==> config.mk <==
export PLATFORM = sky130hd
export DESIGN_NAME = cgra_clock_gate_ctrl
export DESIGN_NICKNAME = d
export VERILOG_FILES = /design/src/rtl/cgra_clock_gate_ctrl.sv
export SDC_FILE = /design/constraint.sdc
export NUM_CORES = 1
export LEC_CHECK = 0
export CORE_UTILIZATION = 44
export DETAILED_ROUTE_END_ITERATION = 8
export PLACE_DENSITY = 0.71
export SKIP_LAST_GASP = 1
export SLEW_MARGIN = 20
export SYNTH_ARGS = -nofsm -noshare
export SYNTH_HDL_FRONTEND = slang
export SYNTH_SLANG_ARGS = --single-unit
export TNS_END_PERCENT = 1
==> constraint.sdc <==
create_clock -name clk_i -period 1.7 [get_ports clk_i]
set_input_delay 0.34 -clock clk_i [delete_from_list [all_inputs] [get_ports clk_i]]
set_output_delay 0.34 -clock clk_i [all_outputs]
set_load 0.02 [all_outputs]
==> src/rtl/cgra_clock_gate_ctrl.sv <==
// cgra_clock_gate_ctrl
// Enable controller for the CGRA clock-gate cell. A software gate request
// drains the CGRA to a guaranteed-idle point, drops the enable, and on a
// wake cause restores the clock and holds ready_o low for a settle period.
//
// Optional build macro: CGRA_CLK_GATE_STATS_EN
//   Adds gated_cycles_o (32-bit, wraps), gate_events_o (16-bit, saturates)
//   and stats_clr_i (synchronous clear, wins over a same-cycle increment).
//
// All outputs are registered; they are computed from the next state so
// they take their state's values on the cycle that state is entered.
module cgra_clock_gate_ctrl #(
  parameter int unsigned IDLE_CYCLES = 4,
  parameter int unsigned WAKE_CYCLES = 2,
  parameter int unsigned CNT_W       = 8
) (
  input  logic        clk_i,
  input  logic        rst_i,
  input  logic        test_en_i,
  input  logic        gate_req_i,
  input  logic        cgra_busy_i,
  input  logic        start_pending_i,
`ifdef CGRA_CLK_GATE_STATS_EN
  input  logic        stats_clr_i,
  output logic [31:0] gated_cycles_o,
  output logic [15:0] gate_events_o,
`endif
  output logic        en_o,
  output logic        gated_o,
  output logic        ready_o,
  output logic [1:0]  state_o
);

  typedef enum logic [1:0] {
    ST_RUN   = 2'd0,
    ST_DRAIN = 2'd1,
    ST_GATED = 2'd2,
    ST_WAKE  = 2'd3
  } state_e;

  // A zero idle or wake length would leave no cycle in which to count, so
  // both are floored at one.
  localparam int unsigned IDLE_EFF = (IDLE_CYCLES < 1) ? 1 : IDLE_CYCLES;
  localparam int unsigned WAKE_EFF = (WAKE_CYCLES < 1) ? 1 : WAKE_CYCLES;

  // Terminal counter values: the transition fires while the counter holds
  // the terminal value, which gives exactly N cycles of dwell.
  localparam logic [CNT_W-1:0] IDLE_TERM = CNT_W'(IDLE_EFF - 1);
  localparam logic [CNT_W-1:0] WAKE_TERM = CNT_W'(WAKE_EFF - 1);
  localparam logic [CNT_W-1:0] CNT_ONE   = CNT_W'(1);

  state_e           state_q, state_d;
  logic [CNT_W-1:0] cnt_q, cnt_d;
  logic             en_q, en_d;
  logic             gated_q, gated_d;
  logic             ready_q, ready_d;

  // Any of these means the clock must be (or stay) running.
  logic             wake_cause;
  assign wake_cause = !gate_req_i || start_pending_i || test_en_i;

  // State, counter and registered outputs.
  always_ff @(posedge clk_i) begin
    if (rst_i) begin
      state_q <= ST_RUN;
      cnt_q   <= '0;
      en_q    <= 1'b1;
      gated_q <= 1'b0;
      ready_q <= 1'b1;
    end else begin
      state_q <= state_d;
      cnt_q   <= cnt_d;
      en_q    <= en_d;
      gated_q <= gated_d;
      ready_q <= ready_d;
    end
  end

  // Next-state and counter logic. The counter is cleared on every state
  // entry and only increments below its terminal value, so it never wraps.
  always_comb begin
    state_d = state_q;
    cnt_d   = cnt_q;
    unique case (state_q)
      ST_RUN: begin
        if (gate_req_i && !start_pending_i && !test_en_i) begin
          state_d = ST_DRAIN;
          cnt_d   = '0;
        end
      end
      ST_DRAIN: begin
        // Abort is checked first so it beats both busy and gating.
        if (wake_cause) begin
          state_d = ST_RUN;
          cnt_d   = '0;
        end else if (cgra_busy_i) begin
          cnt_d = '0;
        end else if (cnt_q >= IDLE_TERM) begin
          state_d = ST_GATED;
          cnt_d   = '0;
        end else begin
          cnt_d = cnt_q + CNT_ONE;
        end
      end
      ST_GATED: begin
        // Busy is a don't-care here: the CGRA has no clock.
        if (wake_cause) begin
          state_d = ST_WAKE;
          cnt_d   = '0;
        end
      end
      ST_WAKE: begin
        // Requests are ignored until the clock has settled and RUN is
        // reached, guaranteeing at least one RUN cycle between gatings.
        if (cnt_q >= WAKE_TERM) begin
          state_d = ST_RUN;
          cnt_d   = '0;
        end else begin
          cnt_d = cnt_q + CNT_ONE;
        end
      end
      default: begin
        state_d = ST_RUN;
        cnt_d   = '0;
      end
    endcase
  end

  // Output decode from the next state, registered above.
  always_comb begin
    en_d    = 1'b1;
    gated_d = 1'b0;
    ready_d = 1'b0;
    unique case (state_d)
      ST_RUN: begin
        ready_d = 1'b1;
      end
      ST_DRAIN: begin
        ready_d = 1'b0;
      end
      ST_GATED: begin
        en_d    = 1'b0;
        gated_d = 1'b1;
      end
      ST_WAKE: begin
        ready_d = 1'b0;
      end
      default: begin
        en_d    = 1'b1;
        gated_d = 1'b0;
        ready_d = 1'b0;
      end
    endcase
  end

  assign en_o    = en_q;
  assign gated_o = gated_q;
  assign ready_o = ready_q;
  assign state_o = state_q;

`ifdef CGRA_CLK_GATE_STATS_EN
  logic [31:0] gated_cycles_q;
  logic [15:0] gate_events_q;
  logic        gate_entry;

  assign gate_entry = (state_q == ST_DRAIN) && (state_d == ST_GATED);

  // Statistics: clear wins over any increment in the same cycle.
  always_ff @(posedge clk_i) begin
    if (rst_i || stats_clr_i) begin
      gated_cycles_q <= '0;
      gate_events_q  <= '0;
    end else begin
      if (state_q == ST_GATED) begin
        gated_cycles_q <= gated_cycles_q + 32'd1;
      end
      if (gate_entry && (gate_events_q != 16'hFFFF)) begin
        gate_events_q <= gate_events_q + 16'd1;
      end
    end
  end

  assign gated_cycles_o = gated_cycles_q;
  assign gate_events_o  = gate_events_q;
`endif

endmodule

==> results of run 1 <==
worst paths after layout:
check,start,endpoint,slack (ps)
setup / recovery,state_o[1],state_o[1],7
hold / removal,cnt_q[6],cnt_q[6],510
setup reg to reg,cnt_q[2],gated_o,30
hold reg to reg,cnt_q[6],cnt_q[6],510
kinds of logic (layout without fill, tap and decap cells):
group                      after synthesis  in the layout  synth area share [%]
and+or+nand+nor                         32             32                  30.1
xor gates and xnor gates                 5              5                  6.97
adders and majority gates                3              3                  5.98
muxes                                    1              1                  1.59
buffers and inverters                    4             26                  2.39
AOI/OAI and AO/OA                       10             10                  11.6
DFF                                     13             13                  41.4
critical path: stages (launching register included):
cell and delay, ps:
dfxtp_2 330, buf_4 140, clkdlybuf4s50_1 600
sequential cells by signal, indices dropped and copies added (netlist names):
| register | cells |
|---|---|
| state_o | 2 |
| ready_o | 1 |
| en_o | 1 |
| gated_o | 1 |
| cnt_q | 8 |
through the flow:
stage               TNS, ps  power [uW]
detailed placement    -5020         454
global route           -575         686
CTS                   -32.2         648
floorplan                 0         398
global placement      -4670         451
finish                    0         636
cells in the final DEF, fill, tap and decap left out, types with 2 or more instances in the layout:
cell and instances:
nand3_1 3, clkdlybuf4s50_1 6, buf_4 8, nor3_1 2, ha_1 3, dlygate4sd2_1 3
xnor2_1 4, nand2_1 4, a21oi_2 3, a311oi_2 2, and2_1 4, inv_1 4
dfxtp_1 12, clkbuf_4 3, nor2_1 9
power breakdown:
| group | switching [uW] | internal [uW] |
|---|---|---|
| Clock | 93.7 | 91.0 |
| Combinational | 63.6 | 61.6 |
| Sequential | 8.26 | 318 |
layout make-up:
type | instances | area, um^2
clock buffers | 4 | 26.3
fillers | 123 | 454
inverters | 4 | 15.0
multi-input cells | 51 | 383
flip-flops and latches | 13 | 262
well taps | 15 | 18.8
repair buffers | 18 | 159
layer usage:
metal	share of wire (%)	wire length (um)
met2	47	541
met4	0.43	5
met1	47	549
met3	5.3	62
met5	0	0
repair_timing:
item                       4_1_cts  5_1_grt
pin swaps                        6        0
buffers inserted                 0        0
setup endpoints to repair       13       10
resized for setup               10        1
==> impl_metrics.ini, run 1 <==
[placed_design]
dpl.cell_count = 101
hpwlAfterDp_um = 903
pre_cts_ws_ps = -451
io_buffers = 10
placed_area_um2 = 808
gp_congestion = 0.796

[grt]
use_met1_pct = 24.8
met2_usage_pct = 30.3
track_usage_pct = 20.1
antenna_found_initial = 0
grt_pass1_vias = 479
gr-usage-met3_pct = 10.2
grt_max_degree = 8
globalRouteOverflowTotal = 0
busiest_layer = met2
grt_pass1_wl_um = 2000

[yosys]
synth_area_leaders = dfxtp_1 (41%), ha_1 (6.0%), xnor2_1 (5.6%)
yosys.area.top_type = dfxtp_1
ys_seq_elements = 13
avgSynthCellArea_um2 = 9.24
synth_top_area_share_pct = 41.4
syn-num-nets = 77
syn_area_um2 = 628
synth_most_common_cell = dfxtp_1
seq_area_frac_synth_pct = 41.4
synth_edf_count = 0
syn_inst = 68
yosysUniqueCellTypes = 27
synth_flop_cell = dfxtp_1
yosys-top-cells-count = dfxtp_1 (13), nor2_1 (9), nand2_1 (5)
yosysWarnings = 0
async_flop_share_pct = 0

[die]
die_area_um2 = 1580
coreArea_um2 = 1320
io_pins = 11
rows = 13
die_h_um = 39.8
die_w_um = 39.8
initial_core_util_pct = 47.7

[route]
wl_per_cell_um = 11.0
route.vias.total = 539
ant_nets = 0
drt-pass1-iter-count = 4
drt_wl_total_um = 1160
drc = 0
drtIter0Drc = 3
avgViaCountPerCell = 5.13

[power]
ir_drop_v = 0.000496
power_density_nw_per_um2 = 737
p_leak_uw = 0.000350

[setup_path]
ff2ff_path_depth = 5
endpoint_kind = primary output
cp-start-kind = register
crit_fanout = 6
critPathKind = register to primary output
arrival_ps = 1350
critical_path_required_ps = 1360

[final_layout]
layout.cells.non_filler = 105
drive_gt1_share_pct = 26.7
fin_nets = 100
diodes = 0
area_growth_pct = 37.5
postLayoutCoreUtil_pct = 65.5
design_area_um2 = 863

[min_path]
hold_depth = 1
hold_class = register to register

[clocking]
postCtsHoldBufs = 0
insertion_delay_ps = 270
cts_made_buffers = 3
cts_sinks = 13
clockRootBuffer = clkbuf_4
clockBufferDepth = 2
path_clk_slew_ps = 70
cts_tree = built
htreeDepth = 1

[sta]
relSlewSlack_pct = 80.2
rsz0062_at_grt = yes
setup_viol = 0
drv_slew = 0
period_share_pct = 99.6
fin_skew_ps = 1.38
fmax_mhz = 591
postLayoutSetupSlackWorst_ps = 7.48
period_needed_ps = 1690
max_slew.worst_pin.slew_ps = 297
hold_violations = 0
fin_hold_ws_ps = 511

[run]
cap_violations = 0

[outcome]
outcome = complete, no violations
Power figures use the tool's default switching activity.
==> run 2, diff against run 1 <==
Settings changed: CORE_MARGIN set to 5, SLEW_MARGIN 20 to not set.
==> run 2 against run 1 <==
The flow now finishes with violations (negative setup slack). Worst setup slack got worse by 25 ps. Via count increased by 1.5%. Combinational power about the same. Count of clock-buffer cells in the layout unchanged. Routed wire length increased by 10%.
==> impl_metrics.ini, run 2 (synthesis gave the netlist of run 1 again) <==
[route]
avgViaCountPerCell = 5.26
route.vias.total = 547
wl_per_cell_um = 12.3
drc = 0
drt_wl_total_um = 1280
ant_nets = 0
drtIter0Drc = 10
drt-pass1-iter-count = 4

[sta]
period_share_pct = 101
setup_viol = 2
fmax_mhz = 582
max_slew.worst_pin.slew_ps = 289
relSlewSlack_pct = 80.8
hold_violations = 0
setup_tns_ps = -20.8
period_needed_ps = 1720
drv_slew = 0
postLayoutSetupSlackWorst_ps = -17.2
rsz0062_at_grt = yes
fin_skew_ps = 3.75

[final_layout]
largest_register = cnt_q
layout.cells.non_filler = 104
nFillCells = 122
diodes = 0
area_growth_pct = 35.1
largest_reg_flops = 8
design_area_um2 = 848
final_cell_mix = dfxtp_1 (12), nor2_1 (9), buf_4 (7), clkdlybuf4s50_1 (6)
multi_input_area_um2 = 379
drive_gt1_share_pct = 24.7
layout_commonest_cell = dfxtp_1
fin_nets = 99
postLayoutCoreUtil_pct = 63.6
ff_latch_area_um2 = 262

[clocking]
postCtsHoldBufs = 0
htreeDepth = 1
insertion_delay_ps = 270
cts_sinks = 13
cts_tree = built
post_cts_buffers = 0
cts_made_buffers = 3
clockRootBuffer = clkbuf_4
clockBufferDepth = 2
path_clk_slew_ps = 70

[outcome]
outcome = finished with violations
violations = negative setup slack

[placed_design]
hpwlAfterDp_um = 998
placed_area_um2 = 801
gp_congestion = 0.788
dpl.cell_count = 100
io_buffers = 10

[die]
rows = 13
die_h_um = 47.8
initial_core_util_pct = 47.1
coreArea_um2 = 1330
die_area_um2 = 2280
io_pins = 11
die_w_um = 47.8

[grt]
globalRouteOverflowTotal = 0
grt_max_degree = 8
grt_pass1_wl_um = 2170
antenna_found_initial = 0
grt_pass1_vias = 543
track_usage_pct = 13.6

[setup_path]
r2r_start = cnt_q[2]
arrival_ps = 1940
r2r_slack_ps = -20
reg2reg_to = gated_o
ff2ff_path_depth = 5
crit_fanout = 5
critPathKind = register to register
critical_path_required_ps = 1920
cp-start-kind = register
endpoint_kind = register

[min_path]
hold_class = register to register
hold_path.startpoint = cnt_q[6]
whs_endpoint = cnt_q[6]
hold_depth = 1

[power]
power_density_nw_per_um2 = 746
p_leak_uw = 0.000334
ir_drop_v = 0.000667

[run]
cap_violations = 0
[run 2: where the power goes]
part	internal [uW]	switching, uW	total [uW]
Sequential	318	8.62	327
Combinational	60.2	64.5	125
Clock	90.9	90.6	181
Total	469	164	633
[run 2: final cells by class]
type	instances	area share (%)
Clock buffer	4	3.10
Inverter	4	1.77
Multi-Input combinational cell	51	44.7
Sequential cell	13	30.8
Tap cell	15	2.21
Timing Repair Buffer	17	17.4
[run 2: timing repair]
action / in CTS / in global routing
gates resized for setup: 10 / 0
endpoints found under the setup margin: 13 / 10
pin swaps: 4 / 0
[run 2: metrics by stage]
step	setup slack [ps]	total power, uW	hold slack, ps
floorplan	21.1	398	409
global placement	-443	451	498
detailed placement	-448	456	506
CTS	-30.0	643	517
global route	-124	672	526
finish	-17.2	633	515
[run 2: critical path, stage by stage, from the launching register on]
cell and delay [ps]:
dfxtp_1 320, or4_4 540, nor3_4 220, nand2_1 100
a311oi_2 320, and2_1 170
[run 2: worst max-delay path by stage]
| stage | from | end | slack [ps] |
|---|---|---|---|
| after floorplan | state_o[1] | gated_o | 20 |
| after global placement | gate_req_i | ready_o | -440 |
| after detailed placement | test_en_i | en_o | -450 |
| after CTS | cnt_q[2] | gated_o | -30 |
| after global routing | cnt_q[2] | gated_o | -120 |
| final | cnt_q[2] | gated_o | -20 |
[run 2: per-layer routing]
metal	global-route usage, %	part of all wire, %
met1	14.1	43
met2	25.3	52
met3	6.02	5.0
met4	2.15	0
met5	0	0
